==> src/rtl/dspace_rx_deframer.sv <==
// Receive-side deframer for the 4-bit dSPACE nibble link: recovers symbol timing
// from the frame-rate square wave, samples nibbles mid-symbol and publishes A/B/C words.
module dspace_rx_deframer #(
  parameter logic [3:0] SYNC_W      = 4'b0000,
  parameter logic [3:0] SYNC_F      = 4'b1111,
  parameter int         SYNC_STAGES = 2
) (
  input  logic       clk,
  input  logic       rst,
  input  logic [1:0] sw,
  input  logic       frate_in,
  input  logic [3:0] dspace_in,
  output logic [7:0] Vra,
  output logic [7:0] Vrb,
  output logic [7:0] Vrc,
  output logic       frame_valid,
  output logic       frame_err,
  output logic       link_lost
);

  typedef enum logic [3:0] {
    S_IDLE, S_D0, S_D1, S_D2, S_D3, S_D4, S_D5, S_T0, S_T1
  } state_t;

  state_t      r_state;
  state_t      w_next;
  logic [10:0] r_sym_period;
  logic [10:0] w_sw_period;
  logic [11:0] r_phase;
  logic [11:0] w_phase_max;
  logic [11:0] w_half;
  logic [SYNC_STAGES-1:0] r_frate_sync;
  logic [3:0]  r_din_sync [SYNC_STAGES];
  logic        r_frate_prev;
  logic [23:0] r_shadow;
  logic        w_frate_s;
  logic [3:0]  w_din_s;
  logic        w_rise;
  logic        w_timeout;
  logic        w_strobe;
  logic        w_period_chg;
  logic        w_shift;
  logic        w_commit;
  logic        w_err;

  always_comb begin
    w_sw_period = 11'd750;
    case (sw)
      2'd0:    w_sw_period = 11'd500;
      2'd1:    w_sw_period = 11'd750;
      2'd2:    w_sw_period = 11'd1000;
      default: w_sw_period = 11'd1250;
    endcase
  end

  assign w_frate_s    = r_frate_sync[SYNC_STAGES-1];
  assign w_din_s      = r_din_sync[SYNC_STAGES-1];
  assign w_rise       = w_frate_s & ~r_frate_prev;
  assign w_phase_max  = {r_sym_period, 1'b0};
  assign w_half       = {2'b00, r_sym_period[10:1]};
  // >= rather than == so a shrinking period cannot leave phase stranded above the limit.
  assign w_timeout    = (r_phase >= w_phase_max);
  assign w_strobe     = ~w_rise & ~w_timeout & ~link_lost & (r_phase == w_half);
  assign w_period_chg = (w_sw_period != r_sym_period);

  always_ff @(posedge clk or posedge rst) begin
    if (rst) begin
      r_sym_period <= 11'd750;
      r_frate_sync <= '0;
      for (int i = 0; i < SYNC_STAGES; i++) r_din_sync[i] <= 4'd0;
      r_frate_prev <= 1'b0;
      r_phase      <= 12'd0;
      link_lost    <= 1'b0;
    end else begin
      r_sym_period    <= w_sw_period;
      r_frate_sync[0] <= frate_in;
      r_din_sync[0]   <= dspace_in;
      for (int i = 1; i < SYNC_STAGES; i++) begin
        r_frate_sync[i] <= r_frate_sync[i-1];
        r_din_sync[i]   <= r_din_sync[i-1];
      end
      r_frate_prev <= w_frate_s;
      if (w_rise)                   r_phase <= 12'd0;
      else if (r_phase < w_phase_max) r_phase <= r_phase + 12'd1;
      if (w_rise)         link_lost <= 1'b0;
      else if (w_timeout) link_lost <= 1'b1;
    end
  end

  // Data states shift nibbles in order, so after D5 the shadow holds {A, B, C}.
  always_comb begin
    w_next   = r_state;
    w_shift  = 1'b0;
    w_commit = 1'b0;
    w_err    = 1'b0;
    if (w_period_chg || w_timeout) begin
      w_next = S_IDLE;
    end else if (w_strobe) begin
      case (r_state)
        S_IDLE: if (w_din_s == SYNC_W) w_next = S_D0;
        S_D0, S_D1, S_D2, S_D3, S_D4, S_D5: begin
          w_shift = 1'b1;
          w_next  = state_t'(r_state + 4'd1);
        end
        S_T0: begin
          if (w_din_s == SYNC_F) begin
            w_next = S_T1;
          end else begin
            w_err  = 1'b1;
            w_next = S_IDLE;
          end
        end
        S_T1: begin
          w_next = S_IDLE;
          if (w_din_s == SYNC_F) w_commit = 1'b1;
          else                   w_err    = 1'b1;
        end
        default: w_next = S_IDLE;
      endcase
    end
  end

  always_ff @(posedge clk or posedge rst) begin
    if (rst) begin
      r_state     <= S_IDLE;
      r_shadow    <= 24'd0;
      Vra         <= 8'd0;
      Vrb         <= 8'd0;
      Vrc         <= 8'd0;
      frame_valid <= 1'b0;
      frame_err   <= 1'b0;
    end else begin
      r_state     <= w_next;
      frame_valid <= w_commit;
      frame_err   <= w_err;
      if (w_shift)  r_shadow <= {r_shadow[19:0], w_din_s};
      if (w_commit) {Vra, Vrb, Vrc} <= r_shadow;
    end
  end

endmodule

==> config.mk <==
export PLATFORM = sky130hd
export DESIGN_NAME = dspace_rx_deframer
export DESIGN_NICKNAME = d
export VERILOG_FILES = /design/src/rtl/dspace_rx_deframer.sv
export SDC_FILE = /design/constraint.sdc
export NUM_CORES = 1
export LEC_CHECK = 0
export CORE_ASPECT_RATIO = 0.6
export CORE_UTILIZATION = 50
export CTS_BUF_LIST = sky130_fd_sc_hd__clkbuf_4 sky130_fd_sc_hd__clkbuf_8
export CTS_CLUSTER_DIAMETER = 80
export DETAILED_ROUTE_END_ITERATION = 7
export GPL_TIMING_DRIVEN = 0
export PLACE_DENSITY = 0.82
export SYNTH_ARGS = -nofsm -noshare
export SYNTH_HDL_FRONTEND = slang
export SYNTH_SLANG_ARGS = --single-unit
==> constraint.sdc <==
create_clock -name clk -period 2.5 [get_ports clk]
set_clock_uncertainty 0.1 [all_clocks]
set_input_delay 0.25 -clock clk [delete_from_list [all_inputs] [get_ports clk]]
set_output_delay 0.25 -clock clk [all_outputs]
set_load 0.005 [all_outputs]
Yosys cells after proc, flatten, opt, wreduce, memory -nomap -nowiden
Cells that the tools add are included.

Reduce and logical (&&, ||, !) cells: 10. Equal/unequal tests: 14. Shifts and indexed selects: 0. Multiplexer cells: 21. Add/subtract/negate cells: 2. Divide/modulo/power cells: 0. Bitwise gates (word level): 8. $mul: 0. Magnitude comparators: 2.

Operator list (number): $pmux 11 s3 (1); $mux 12 (2); $eq 4x3->1 const B (4); $mux 4 (4); $mux 1 (13); $add 12x1->12 const B (1); $eq 12x10->1 (1); $ge 12x12->1 (1); $lt 12x12->1 (1); $pmux 4 s3 (1); $ne 11x11->1 (1); $eq 4x2->1 const B (2); $eq 4x4->1 const B (2); $logic_not 4->1 (2); $reduce_bool 2->1 (3); $reduce_or 6->1 (1); $add 4x1->4 const B (1); $and 1x1->1 (4); $eq 4x1->1 const B (1); $not 1->1 (4); $ne 3x3->1 const B (1); $eq 2x1->1 const B (1); $eq 2x2->1 const B (1); $logic_not 2->1 (1); 3 further kinds (3).

Logic and storage cells: 71. Input port bits: 9. Bits in latches: 0. RAM bits: 0. Output and inout bits: 27. Register bits after elaboration: 89. Memories: 0. ROM bits: 0.

Depth between registers and ports, before layout
Word-level depth: 8. Mapped depth: 11. Gate-level depth less buffers: 8.

Worst setup path before layout
OpenSTA, ideal clock, no wires.

Path type: flip-flop to flip-flop. From: reg r_sym_period[9]. To: reg r_shadow[0]. Slack: -202 ps. Library setup time: 125 ps. Clock period less this slack: 2702 ps. Buffers on the path: 2. Arrival: 2478 ps. Stages on the path, launching flop included: 11. Required time: 2275 ps. Cell sequence: dfstp_2 > inv_1 > ha_1 > a21oi_1 > o22ai_1 > o21ai_0 > o2111ai_1 > and3b_1 > buf_4 > buf_6 > mux2_2.

Longest elaborated chain between the ends: 7. Elaborated cells between the ends (all ways): 10. Classes of those cells: order compare (1); eq/ne (2); mux (2); bitwise (4); reduce/logical (1).

Ends and longest elaborated chain: start, declared (RTL line 27) `logic [10:0] r_sym_period;`; start signal, assigned (RTL line 75) `r_sym_period <= w_sw_period;`; $ge 12x12->1 (RTL line 62) `assign w_timeout = (r_phase >= w_phase_max);`; $not 1->1 (RTL line 63) `assign w_strobe = ~w_rise & ~w_timeout & ~link_lost & (r_phase == w_half);`; $and 1x1->1 (3 in series) (RTL line 63); $mux 1 (RTL line 98) `end else if (w_strobe) begin`; $mux 1 (*) (RTL line 96) `if (w_period_chg || w_timeout) begin`; end signal, assigned (RTL line 136) `if (w_shift) r_shadow <= {r_shadow[19:0], w_din_s};`; end, declared (RTL line 35) `logic [23:0] r_shadow;`.

Every way passes the cells marked *; elsewhere a longest branch is shown, timed or not. A chain may end at the register's enable or synchronous reset.

Worst setup path in the final report
From: reg r_frate_sync[1]. To: reg r_state[2].

Longest elaborated chain between the ends: 7.

Ends and longest elaborated chain: start, declared (RTL line 32) `logic [SYNC_STAGES-1:0] r_frate_sync;`; start signal, assigned by index (RTL line 79) `r_frate_sync[i] <= r_frate_sync[i-1];`; $and 1x1->1 (RTL line 58) `assign w_rise = w_frate_s & ~r_frate_prev;`; $not 1->1 (RTL line 63); $and 1x1->1 (3 in series) (RTL line 63); $reduce_bool 2->1 (no line); $reduce_and 2->1 (no line); end signal, assigned (RTL line 133) `r_state <= w_next;`; end, declared (RTL line 25) `state_t r_state;`.

Every way passes these cells.

==> out/qor.txt <==
outcome = finished with violations
failing checks = setup timing
top_reg_cell synth = dfrtp_1
Placeable Area = 0.007357 sq mm
Yosys cell types = 50
CTS buffer count = 9
max-cap viol count = 0
Mapped Avg Cell Area = 12.30 sq um
# nets final = 411
Mapped Cells = 314
Layout Cells excl Fill = 494
Die Area = 0.008090 sq mm
Initial Util = 52.48%
clock latency at the later pin of the worst-skew pair = 0.37 ns
number of I/O pins = 36
final setup fails = 48
RSZ-0062 raised after global routing = true
Area contributors post-synth = dfrtp_1, mux2_2, ha_1
CTS root buf = clkbuf_8
Routed WL = 9209 microns
Worst Hold Slack = 0.2164 ns
CTS hold repair buffers = 0
CP startpoint = r_frate_sync[1]
WP data arrival = 2.81 ns
Startpoint Class = register
clk buf depth = 2
# port buffers = 35
CTS Sinks = 84
Hold Path Class = in -> reg
H-Tree Depth = 3
Ys Warns = 0
sequential share of the synthesized area = 54.54%
Final Power = 2936 uW
Rows = 24
r2r startpoint = r_frate_sync[1]
peak supply drop = 0.3783 mV
Area Growth Syn to Fin = 32.44%
area of the multi-input gates = 0.001862 sq mm
largest net degree at the start of global routing = 47
first-pass GRT wire length = 14060 microns
Worst EP required = 2.69 ns
Slew @ Worst Pin = 0.8978 ns
share of layout cells above drive strength 1 = 36.92%
largest area contributor in the netlist = dfrtp_1
top-count cell post-synth = dfrtp_1
Post-synth EDFFs = 0
CTS tree = yes
Setup TNS Final = -2.524 ns
Power Density = 574.2 mW/mm^2
Post-DP HPWL = 5686 microns
Final Wtd Congestion = 0.8915
synth cell count leaders = dfrtp_1, mux2_2, ha_1, inv_1
CP Capture Type = register
mapped cell area = 0.003861 sq mm
Filler Cell Count = 510
dpl cells = 454
number of global-route vias before repair = 2737
Die Y-Extent = 70.07 microns
via count = 2839
first-pass iteration count of the detailed router = 5
CP max FO = 5
FF-to-FF path depth = 6
FF+latch count, synth = 84
detailed-route wire length per cell = 18.64 microns
DRC Markers = 0
crit path kind = reg -> reg
DR vias/cell = 5.747
syn nets = 340
antenna cell count = 0
antenna viol nets, final = 0
fmax = 382.7 MHz
global-route usage over all layers = 23.81%
Slew Limit Fails = 0
Die W = 115.5 microns
reg-to-reg critical path endpoint = r_state[2]
Final WS setup = -0.1128 ns
Relative slew margins = 40.02%
gr ovfl total = 0
Reg clk slew, reported paths = 0.08 ns
Async SR Flop Fraction = 100.0%
worst setup path end = r_state[2]
share of Yosys cell area claimed by the top area cell type = 52.50%
fin crit period = 2.613 ns
antenna violations before repair = 0
leakage power = 0.002334 uW
Sequential cell area = 0.002111 sq mm
DR iter-0 viols = 265
worst reg2reg setup slack = -0.11 ns
final hold violations = 0
post-route clock period utilization = 104.5%
## how the worst min path moves through the flow
stage                  start  cells after the start  slack [ns]            end
6_report        dspace_in[3]                      1        0.22  r_din_sync[7]
5_1_grt         dspace_in[2]                      1        0.19  r_din_sync[6]
4_1_cts         dspace_in[3]                      1        0.20  r_din_sync[7]
3_5_place_dp   r_din_sync[7]                      0        0.24     w_din_s[3]
3_3_place_gp   r_din_sync[7]                      0        0.23     w_din_s[3]
2_1_floorplan   dspace_in[0]                      0        0.18  r_din_sync[4]
## critical path, cell delays in order, from the launching register on
cell and delay [ns]:
dfrtp_1 0.39, nor2b_4 0.15, or4_1 0.54, or4_4 0.58
nand2b_4 0.18, or4b_4 0.49, a21oi_2 0.12
## registers in the layout, indices dropped and copies added (netlist names), 2 cells and up
signal and flops:
Vra 8, r_phase 12, r_frate_sync 2, r_state 4, r_shadow 24, Vrc 8, Vrb 8, w_din_s 4
r_sym_period 6, r_din_sync 4
## repair_timing
action | 4_1_cts | 5_1_grt
setup buffers | 15 | 7
endpoints found under the setup margin | 60 | 58
pin swaps | 6 | 6
gates resized for setup | 36 | 33
hold endpoints to repair | 0 | 0
cloned | 1 | 1
## cell families (layout without fill, tap and decap cells)
kind of cell | count (synthesis) | in the layout | synth area share (%)
fa+ha+maj | 17 | 17 | 5.509
xor+xnor | 9 | 9 | 2.041
flops | 84 | 84 | 54.54
compound gates | 40 | 40 | 6.287
mux | 52 | 52 | 15.07
simple gates | 85 | 85 | 13.35
buf+inv | 27 | 103 | 3.208
## report_power, final
part / internal, uW / switching, uW
combinational: 178 / 202
sequential: 1400 / 53.1
clock: 607 / 498
## metal layers
layer / share of wire, % / up-vias / routed length [microns] / GRT usage (%)
li1: - / 1280 / - / -
met1: 48 / 1445 / 4464 / 35.23
met2: 45 / 103 / 4106 / 32.67
met3: 5.6 / 11 / 520 / 6.944
met4: 1.3 / 0 / 117 / 9.380
met5: 0 / - / 0 / 0
## area by class of cell
type	instances	area share (%)
buffer	10	2.300
clock buffer	11	2.838
clock inverter	5	1.615
inverter	17	1.321
multi-input combinational	203	36.41
sequential	84	41.28
tap	104	2.545
timing repair buffer	60	11.70
## cells in the final DEF (no fill, tap or decap), types with 7 or more instances in the layout
cell,n
nor2_1,14
clkbuf_8,10
ha_1,11
clkdlybuf4s50_1,33
nand2_1,10
dfrtp_1,77
a21oi_1,12
mux2_4,10
inv_1,13
o21ai_0,7
or4_1,7
buf_4,22
mux2_2,39
## through the flow
step                utilization (%)  setup WS (ns)  cell area, sq um
finish                        69.51        -0.1128              5114
global route                  69.51        -0.1890              5114
CTS                           66.89       -0.09754              4921
detailed placement            59.98        -0.6111              4413
global placement              59.71        -0.5573              4393
floorplan                         -        0.01908              3913
Power figures use the tool's default switching activity.
